## src/rtl/magnetron_pwm_ctrl.sv

```systemverilog
// Microwave magnetron controller: IDLE/COOK/PAUSED state machine plus a
// fixed-period PWM whose on-time is (power+1) cycles out of 2**P_W.
module magnetron_pwm_ctrl #(
  parameter int P_W = 4
) (
  input  logic           clk,
  input  logic           resetn,
  input  logic           startn,
  input  logic           stopn,
  input  logic           clearn,
  input  logic           door_closed,
  input  logic           timer_done,
  input  logic [P_W-1:0] power,
  output logic           mag_on,
  output logic           cooking,
  output logic           paused,
  output logic           done
);

  typedef enum logic [1:0] {
    S_IDLE,
    S_COOK,
    S_PAUSED
  } state_t;

  localparam logic [P_W-1:0] PHASE_MAX = '1;

  state_t         state_q, state_d;
  logic [P_W-1:0] phase_q, phase_d;
  logic [P_W-1:0] pwr_q, pwr_d;
  logic           startn_q;
  logic           armed_q;
  logic           done_q, done_d;
  logic           start_ev;
  logic           start_ok;
  logic           entering_cook;

  // armed_q masks the first edge after reset so a button held through reset
  // cannot look like a fresh press against the reset-value history.
  assign start_ev = armed_q && startn_q && !startn;
  assign start_ok = start_ev && door_closed && !timer_done;

  always_comb begin
    // NOTE: every always_comb output gets a default first so no path can infer a latch.
    state_d = state_q;
    done_d  = 1'b0;
    unique case (state_q)
      S_IDLE: begin
        if (clearn && start_ok) state_d = S_COOK;
      end
      S_COOK: begin
        if (!clearn)                     state_d = S_IDLE;
        else if (!door_closed || !stopn) state_d = S_PAUSED;
        else if (timer_done) begin
          state_d = S_IDLE;
          done_d  = 1'b1;
        end
      end
      S_PAUSED: begin
        if (!clearn) state_d = S_IDLE;
        else if (timer_done) begin
          state_d = S_IDLE;
          done_d  = 1'b1;
        end
        else if (start_ok && stopn) state_d = S_COOK;
      end
      default: state_d = S_IDLE;
    endcase
  end

  assign entering_cook = (state_d == S_COOK) && (state_q != S_COOK);

  // Power is only sampled at period boundaries so a mid-period change never
  // produces a truncated or stretched pulse.
  always_comb begin
    phase_d = phase_q;
    pwr_d   = pwr_q;
    if (entering_cook) begin
      phase_d = '0;
      pwr_d   = power;
    end else if (state_q == S_COOK) begin
      phase_d = phase_q + 1'b1;
      if (phase_q == PHASE_MAX) pwr_d = power;
    end
  end

  always_ff @(posedge clk or negedge resetn) begin
    // NOTE: sequential state uses non-blocking assignments so all registers update from pre-edge values.
    if (!resetn) begin
      state_q  <= S_IDLE;
      phase_q  <= '0;
      pwr_q    <= '0;
      startn_q <= 1'b1;
      armed_q  <= 1'b0;
      done_q   <= 1'b0;
    end else begin
      state_q  <= state_d;
      phase_q  <= phase_d;
      pwr_q    <= pwr_d;
      startn_q <= startn;
      armed_q  <= 1'b1;
      done_q   <= done_d;
    end
  end

  // Door term stays combinational so opening the door cuts power with no clock delay.
  assign mag_on  = (state_q == S_COOK) && (phase_q <= pwr_q) && door_closed;
  assign cooking = (state_q == S_COOK);
  assign paused  = (state_q == S_PAUSED);
  assign done    = done_q;

endmodule

```

## config.mk

```make
export PLATFORM = sky130hd
export DESIGN_NAME = magnetron_pwm_ctrl
export DESIGN_NICKNAME = d
export VERILOG_FILES = /design/src/rtl/magnetron_pwm_ctrl.sv
export SDC_FILE = /design/constraint.sdc
export NUM_CORES = 1
export LEC_CHECK = 0
export ABC_AREA = 1
export BUFFER_PORTS_ARGS = -buffer_cell sky130_fd_sc_hd__buf_2
export CORE_UTILIZATION = 53
export DETAILED_ROUTE_END_ITERATION = 7
export PLACE_DENSITY = 0.76
export SKIP_LAST_GASP = 1
export SLEW_MARGIN = 20
export SYNTH_ARGS = -nofsm -noshare
export SYNTH_HDL_FRONTEND = slang
export SYNTH_SLANG_ARGS = --single-unit
```

## constraint.sdc

```tcl
create_clock -name clk -period 2 [get_ports clk]
set_input_delay 0.1 -clock clk [delete_from_list [all_inputs] [get_ports clk]]
set_output_delay 0.1 -clock clk [all_outputs]
set_load 0.02 [all_outputs]
```

==> results.cfg, run 1 <==
[pwr]
pwr-share-seq_pct = 37.6
clockPowerShare_pct = 13.9
p_sw_w = 0.000516
total_power_w = 0.00117
ir_worst_vdd_uv = 652
p_int_w = 0.000656
netSwitchingFraction_pct = 44.0
p_leak_nw = 0.553
p_per_area_nw_per_um2 = 1210
combPwrFrac_pct = 48.5

[critical_path]
crit_fanout = 8
rrSetupSlack_ns = 0.24
worstSetupPathType = reg -> reg
critPathTopFamily = simple AND/OR/NAND/NOR gates
reg2reg_depth = 10
setup.worst_path.end_class = register
max_stage_delay_ns = 0.43
cp_slowest_cell = dfrtp_1
worst-endpoint-required_ns = 2.21
start_kind = register
r2r-end = pwr_q[1]$_DFFE_PN0P_
crit_arrival_ns = 1.97
path_common_cell = nand2_1
cp.buffers_inverters = 1
r2r_start = state_q[1]$_DFF_PN0_
cp_cell_sequence = inv_1, ha_1, nor2_1, nor3_1, nand2_1, nand2_2, nand4_4, nand2_4, nand2_1, nand2_1

[place]
io_buffer_count = 14
post-dp-hpwl_um = 1320
place.gp.congestion = 0.877
post-place-ws_ns = 0.277
dp.cells = 137

[hold_path]
hold_class = in -> reg
hold_end = pwr_q[2]$_DFFE_PN0P_
min_from = power[2]
hold_path_depth = 3

[drt]
totalWireLength_um = 1650
avgRoutedWirePerCell_um = 11.6
drcViolationCount = 0
firstDrtPassIters = 4
vias_per_cell = 5.02
num_vias = 718
ant_nets = 0
drtIter0Drc = 14

[sta]
slew_viol_final = 0
rsz0062_at_grt = no
hold_violations = 0
finalSetupViolCount = 0
finalCriticalPeriod_ns = 1.76
fin_crit_sh_pct = 88.1
tns_ns = 0
fmax_mhz = 567
finalClockSkew_ns = 0.0119
finalWorstSetupSlack_ns = 0.237

[global_route]
overflow = 0
grt_use_total_pct = 22.5
grt_antenna_before_repair = 0
grt_max_degree = 14
grt_pass1_vias = 655
grt_pass1_wl_um = 2920

[floorplan]
dieArea_um2 = 1740
coreArea_um2 = 1380
rows = 13
die-width_um = 41.7
ios = 15
initial_core_util_pct = 60.5
die_h_um = 41.7

[layout]
layout.nets = 149
area_growth_pct = 16.2
layoutNonFillerInstCount = 143
antennaDiodeCount = 0
drive_gt1_share_pct = 21.1

[cts]
cts-htree-levels = 1
cts_made_buffers = 3
cts_tree = yes
numClockSinks = 13
clockBufferDepth = 2
clk_latency_ns = 0.28
cts-root-buf = clkbuf_4
cts.reportedPaths.clkPinSlew_ns = 0.08

[synthesis]
ys_types = 20
yosys_register_bits = 13
synth-seq-area-share_pct = 39.1
yosys-top-cells-area = dfrtp_1 (36%), ha_1 (13%), nand2_1 (13%), inv_1 (8.1%), nand3_1 (6.0%)
synth_top_area_cell = dfrtp_1
syn_inst = 108
synthesis.area_um2 = 836
syn_avg_cell_area_um2 = 7.74
yosys_warnings = 0
yosysTopAreaCellShare_pct = 35.9
syn_nets = 128

[outcome]
status = completed

[job]
drv_cap = 0
what timing repair did:
item / in CTS / in global routing
setup buffers: 0 / 0
endpoints found under the hold margin: 14 / 0
gates resized for setup: 0 / 0
hold buffers: 2 / 0
cell usage in the layout (no fill, tap or decap), types with 2 or more instances in the layout:
master         count
inv_1             18
dfrtp_1           12
nand2_2            2
buf_2             14
clkbuf_4           3
o21ai_0            4
nand3_1           10
nor2_1             6
inv_2              2
ha_1               9
a21oi_1            4
nand2_1           30
dlygate4sd3_1      2
nor3_1             2
cells by family (layout without fill, tap and decap cells):
family                   Yosys count  after routing  share of synthesized area (%)
buffers and inverters             20             40                           8.98
flip-flops                        13             13                           39.1
AO/OA/AOI/OAI                      9              9                           5.84
adder cells (fa/ha/maj)            9              9                           13.5
other                              1              1                          0.449
AND/OR/NAND/NOR                   56             56                           32.2
cell type report:
| type | count | area [um2] |
|---|---|---|
| sequential | 13 | 327 |
| multi-input combinational | 75 | 434 |
| timing repair buffer | 16 | 90.1 |
| clock buffer | 4 | 26.3 |
| inverter | 20 | 75.1 |
| fill | 116 | 412 |
| tap | 15 | 18.8 |
stage by stage:
step	cell area (um2)	hold slack, ns	utilization, %
2_1_floorplan	836	-0.196	-
3_3_place_gp	925	0.00106	66.9
3_5_place_dp	925	0.00331	66.9
4_1_cts	971	0.0187	70.2
5_1_grt	971	0.00606	70.2
6_report	971	0.0213	70.2
per-layer routing:
layer	global-route usage, %	part of all wire [%]	up-vias
li1	-	-	378
met1	30.6	50	318
met2	34.1	44	18
met3	5.22	3.8	4
met4	10.3	1.9	0
met5	0	0	-
power by group through the flow:
stage,sequential [W],clock [W],combinational [W]
floorplan,0.000421,0,0.000442
global placement,0.000439,0,0.000546
detailed placement,0.000445,0,0.000568
CTS,0.000440,0.000168,0.000574
global route,0.000451,0.000184,0.000659
finish,0.000441,0.000163,0.000568
worst min-delay path, cell delays in order:
cell     delay (ns)
buf_2          0.07
nand2_1        0.04
nand2_1        0.05
worst max-delay path by stage:
stage | startpoint | end | cells past startpoint
after floorplan | state_q[1]$_DFF_PN0_ | pwr_q[0]$_DFFE_PN0P_ | 11
after global placement | state_q[1]$_DFF_PN0_ | pwr_q[3]$_DFFE_PN0P_ | 9
after detailed placement | state_q[1]$_DFF_PN0_ | pwr_q[0]$_DFFE_PN0P_ | 9
after CTS | state_q[1]$_DFF_PN0_ | pwr_q[0]$_DFFE_PN0P_ | 9
after global routing | state_q[1]$_DFF_PN0_ | pwr_q[1]$_DFFE_PN0P_ | 10
final | state_q[1]$_DFF_PN0_ | pwr_q[1]$_DFFE_PN0P_ | 10
sequential cells by signal, indices dropped and copies added, names as in the netlist:
| signal | flops |
|---|---|
| phase_q | 4 |
| state_q | 2 |
| armed_q | 1 |
| pwr_q | 4 |
| startn_q | 1 |
| done | 1 |
synth_stat cells, drive strengths merged:
| library cell | instances |
|---|---|
| nand2 | 33 |
| inv | 20 |
| dfrtp | 12 |
| nand3 | 11 |
| ha | 9 |
| nor2 | 7 |
| a21oi | 4 |
| o21ai | 4 |
| nand4 | 2 |
| nor3 | 2 |
| a32oi | 1 |
| conb | 1 |
| dfstp | 1 |
| or2 | 1 |
Power figures use the tool's default switching activity.
==> run 2: changes to the inputs <==
--- a/config.mk
+++ b/config.mk
@@ -5,9 +5,9 @@
 export SDC_FILE = /design/constraint.sdc
 export NUM_CORES = 1
 export LEC_CHECK = 0
-export ABC_AREA = 1
 export BUFFER_PORTS_ARGS = -buffer_cell sky130_fd_sc_hd__buf_2
 export CORE_UTILIZATION = 53
+export CTS_CLUSTER_SIZE = 40
 export DETAILED_ROUTE_END_ITERATION = 7
 export PLACE_DENSITY = 0.76
 export SKIP_LAST_GASP = 1
==> run 2 against run 1 <==
- the flow now finishes with violations (negative setup slack)
- total power rose by 10%
- register-to-register slack worse by 0.16 ns
- hold slack gained 0.028 ns
- wire length increased by 0.73%
- clock skew shrank 0.011 ns
- critical path depth shrank 2
- design area increased by 5.0%
- core utilization grew 3.5 points
- die area is 0.86% lower
- fmax is 12% lower
- combinational power up 23%
- via count down 6.1%
==> results.cfg, run 2 <==
[outcome]
status = complete, but fails checks
violations = negative setup slack

[layout]
layoutNonFillerInstCount = 118
layout.nets = 124
mostFrequentLayoutCells = buf_2 (13), dfrtp_1 (12), nand2_1 (9)
nFillCells = 95
top_regs = phase_q (4), pwr_q (4), state_q (2)
area_growth_pct = 23.1
utilization_pct = 73.8
final_common_cell = buf_2
drive_gt1_share_pct = 36.9
antennaDiodeCount = 0

[synthesis]
synth-seq-area-share_pct = 39.4
ys_types = 33
syn_nets = 97
syn_avg_cell_area_um2 = 10.8
yosysTopAreaCellShare_pct = 36.3
yosys_warnings = 0
synth_top_area_cell = dfrtp_1
synth_top_flop_cell = dfrtp_1
yosys-top-cells-area = dfrtp_1 (36%), ha_1 (14%), mux2_4 (7.3%), nand2_1 (4.1%), inv_1 (3.6%)
synthArstFlopShare_pct = 100
yosysMostFrequentCell = dfrtp_1
synthTopCellsByCount = dfrtp_1 (12), ha_1 (9), nand2_1 (9), inv_1 (8), mux2_4 (4)
synth-edff-count = 0
yosys_register_bits = 13
syn_inst = 77
synthesis.area_um2 = 828

[drt]
totalWireLength_um = 1660
firstDrtPassIters = 4
avgRoutedWirePerCell_um = 14.1
ant_nets = 0
drtIter0Drc = 14
vias_per_cell = 5.71
num_vias = 674
drcViolationCount = 0

[cts]
clk_latency_ns = 0.27
cts-htree-levels = 1
cts-root-buf = clkbuf_4
cts.reportedPaths.clkPinSlew_ns = 0.08
numClockSinks = 13
cts_made_buffers = 3
cts_tree = yes
clockBufferDepth = 2

[critical_path]
worstSetupPathType = reg -> out
crit_arrival_ns = 1.90
crit_fanout = 2
worst-endpoint-required_ns = 1.90
r2r-end = pwr_q[3]$_DFFE_PN0P_
setup.worst_path.end_class = output pin
rrSetupSlack_ns = 0.08
reg2reg_depth = 6
r2r_start = state_q[1]$_DFF_PN0_
start_kind = register

[sta]
finalCriticalPeriod_ns = 2.00
hold_violations = 0
fmax_mhz = 499
finalSetupViolCount = 1
finalClockSkew_ns = 0.000857
finalWorstSetupSlack_ns = -0.00356
rsz0062_at_grt = yes
tns_ns = -0.00356
slew_viol_final = 0
fin_crit_sh_pct = 100
hold_slack_ns = 0.0496

[hold_path]
hold_end = pwr_q[2]$_DFFE_PN0P_
min_from = power[2]
hold_path_depth = 2
hold_class = in -> reg

[floorplan]
initial_core_util_pct = 59.9
coreArea_um2 = 1380
dieArea_um2 = 1720
die-width_um = 41.5
ios = 15
rows = 13
die_h_um = 41.5

[place]
io_buffer_count = 14
place.gp.congestion = 0.945
post-dp-hpwl_um = 1220
dp.cells = 108

[global_route]
grt_pass1_vias = 642
grt_antenna_before_repair = 0
overflow = 0
grt_max_degree = 14
grt_use_total_pct = 19.7
grt_pass1_wl_um = 2660

[pwr]
p_leak_nw = 0.506
total_power_w = 0.00129
p_per_area_nw_per_um2 = 1260
ir_worst_vdd_uv = 881

[job]
drv_cap = 0
[run 2: where the power goes]
| group | internal [W] | leakage, nW | switching (W) |
|---|---|---|---|
| logic | 0.000366 | 0.327 | 0.000336 |
| clock network | 0.0000773 | 0.0150 | 0.0000837 |
| registers | 0.000351 | 0.165 | 0.0000752 |
| total | 0.000794 | 0.506 | 0.000494 |
[run 2: per-stage QoR]
step,instance area (um2),setup WS (ns)
4_1_cts,993,0.00661
3_5_place_dp,937,0.0434
6_report,1020,-0.00356
3_3_place_gp,937,0.0807
2_1_floorplan,833,0.0332
5_1_grt,1020,-0.0665
[run 2: worst max-delay path, stage by stage (launching register included)]
cell and delay [ns]:
dfrtp_1 0.35, inv_1 0.05, ha_1 0.30, nor2b_1 0.13, o21a_1 0.16, o21a_1 0.19
o21ai_2 0.12, and3_2 0.19, buf_4 0.14
[run 2: kinds of logic (layout without fill, tap and decap cells)]
group / count (synthesis) / count (layout) / synth area share [%]
compound gates: 17 / 17 / 17.2
flops: 13 / 13 / 39.4
other cells: 1 / 1 / 0.453
buf+inv: 8 / 34 / 3.63
mux: 4 / 4 / 7.25
xor+xnor: 2 / 2 / 2.12
fa+ha+maj: 9 / 9 / 13.6
simple gates: 23 / 23 / 16.3
[run 2: timing repair]
action,4_1_cts,5_1_grt
pin swaps,0,2
hold buffers,2,0
endpoints found under the hold margin,14,0
setup buffers,1,3
resized for setup,1,2
setup endpoints to repair,1,6
[run 2: worst max-delay path by stage]
stage	from	end	cells after the start
CTS	phase_q[1]$_DFFE_PN0P_	mag_on	7
global placement	state_q[0]$_DFF_PN0_	pwr_q[0]$_DFFE_PN0P_	6
global route	pwr_q[1]$_DFFE_PN0P_	mag_on	8
finish	pwr_q[1]$_DFFE_PN0P_	mag_on	8
detailed placement	state_q[0]$_DFF_PN0_	pwr_q[1]$_DFFE_PN0P_	6
floorplan	state_q[1]$_DFF_PN0_	pwr_q[0]$_DFFE_PN0P_	6
[run 2: cell type report]
cell class              instances  area, um2  share of cell area [%]
clock buffers                   4       26.3                    2.58
inverters                       8       30.0                    2.94
multi-input cells              56        480                    47.1
flip-flops and latches         13        327                    32.0
well taps                      15       18.8                    1.84
repair buffers                 22        138                    13.5
[run 2: routing by layer]
layer / track usage (%) / share of wire (%) / vias to the layer above
li1: - / - / 330
met1: 25.8 / 46 / 317
met2: 32.8 / 49 / 23
met3: 2.61 / 4.1 / 4
met4: 7.74 / 1.0 / 0
met5: 0 / 0 / -
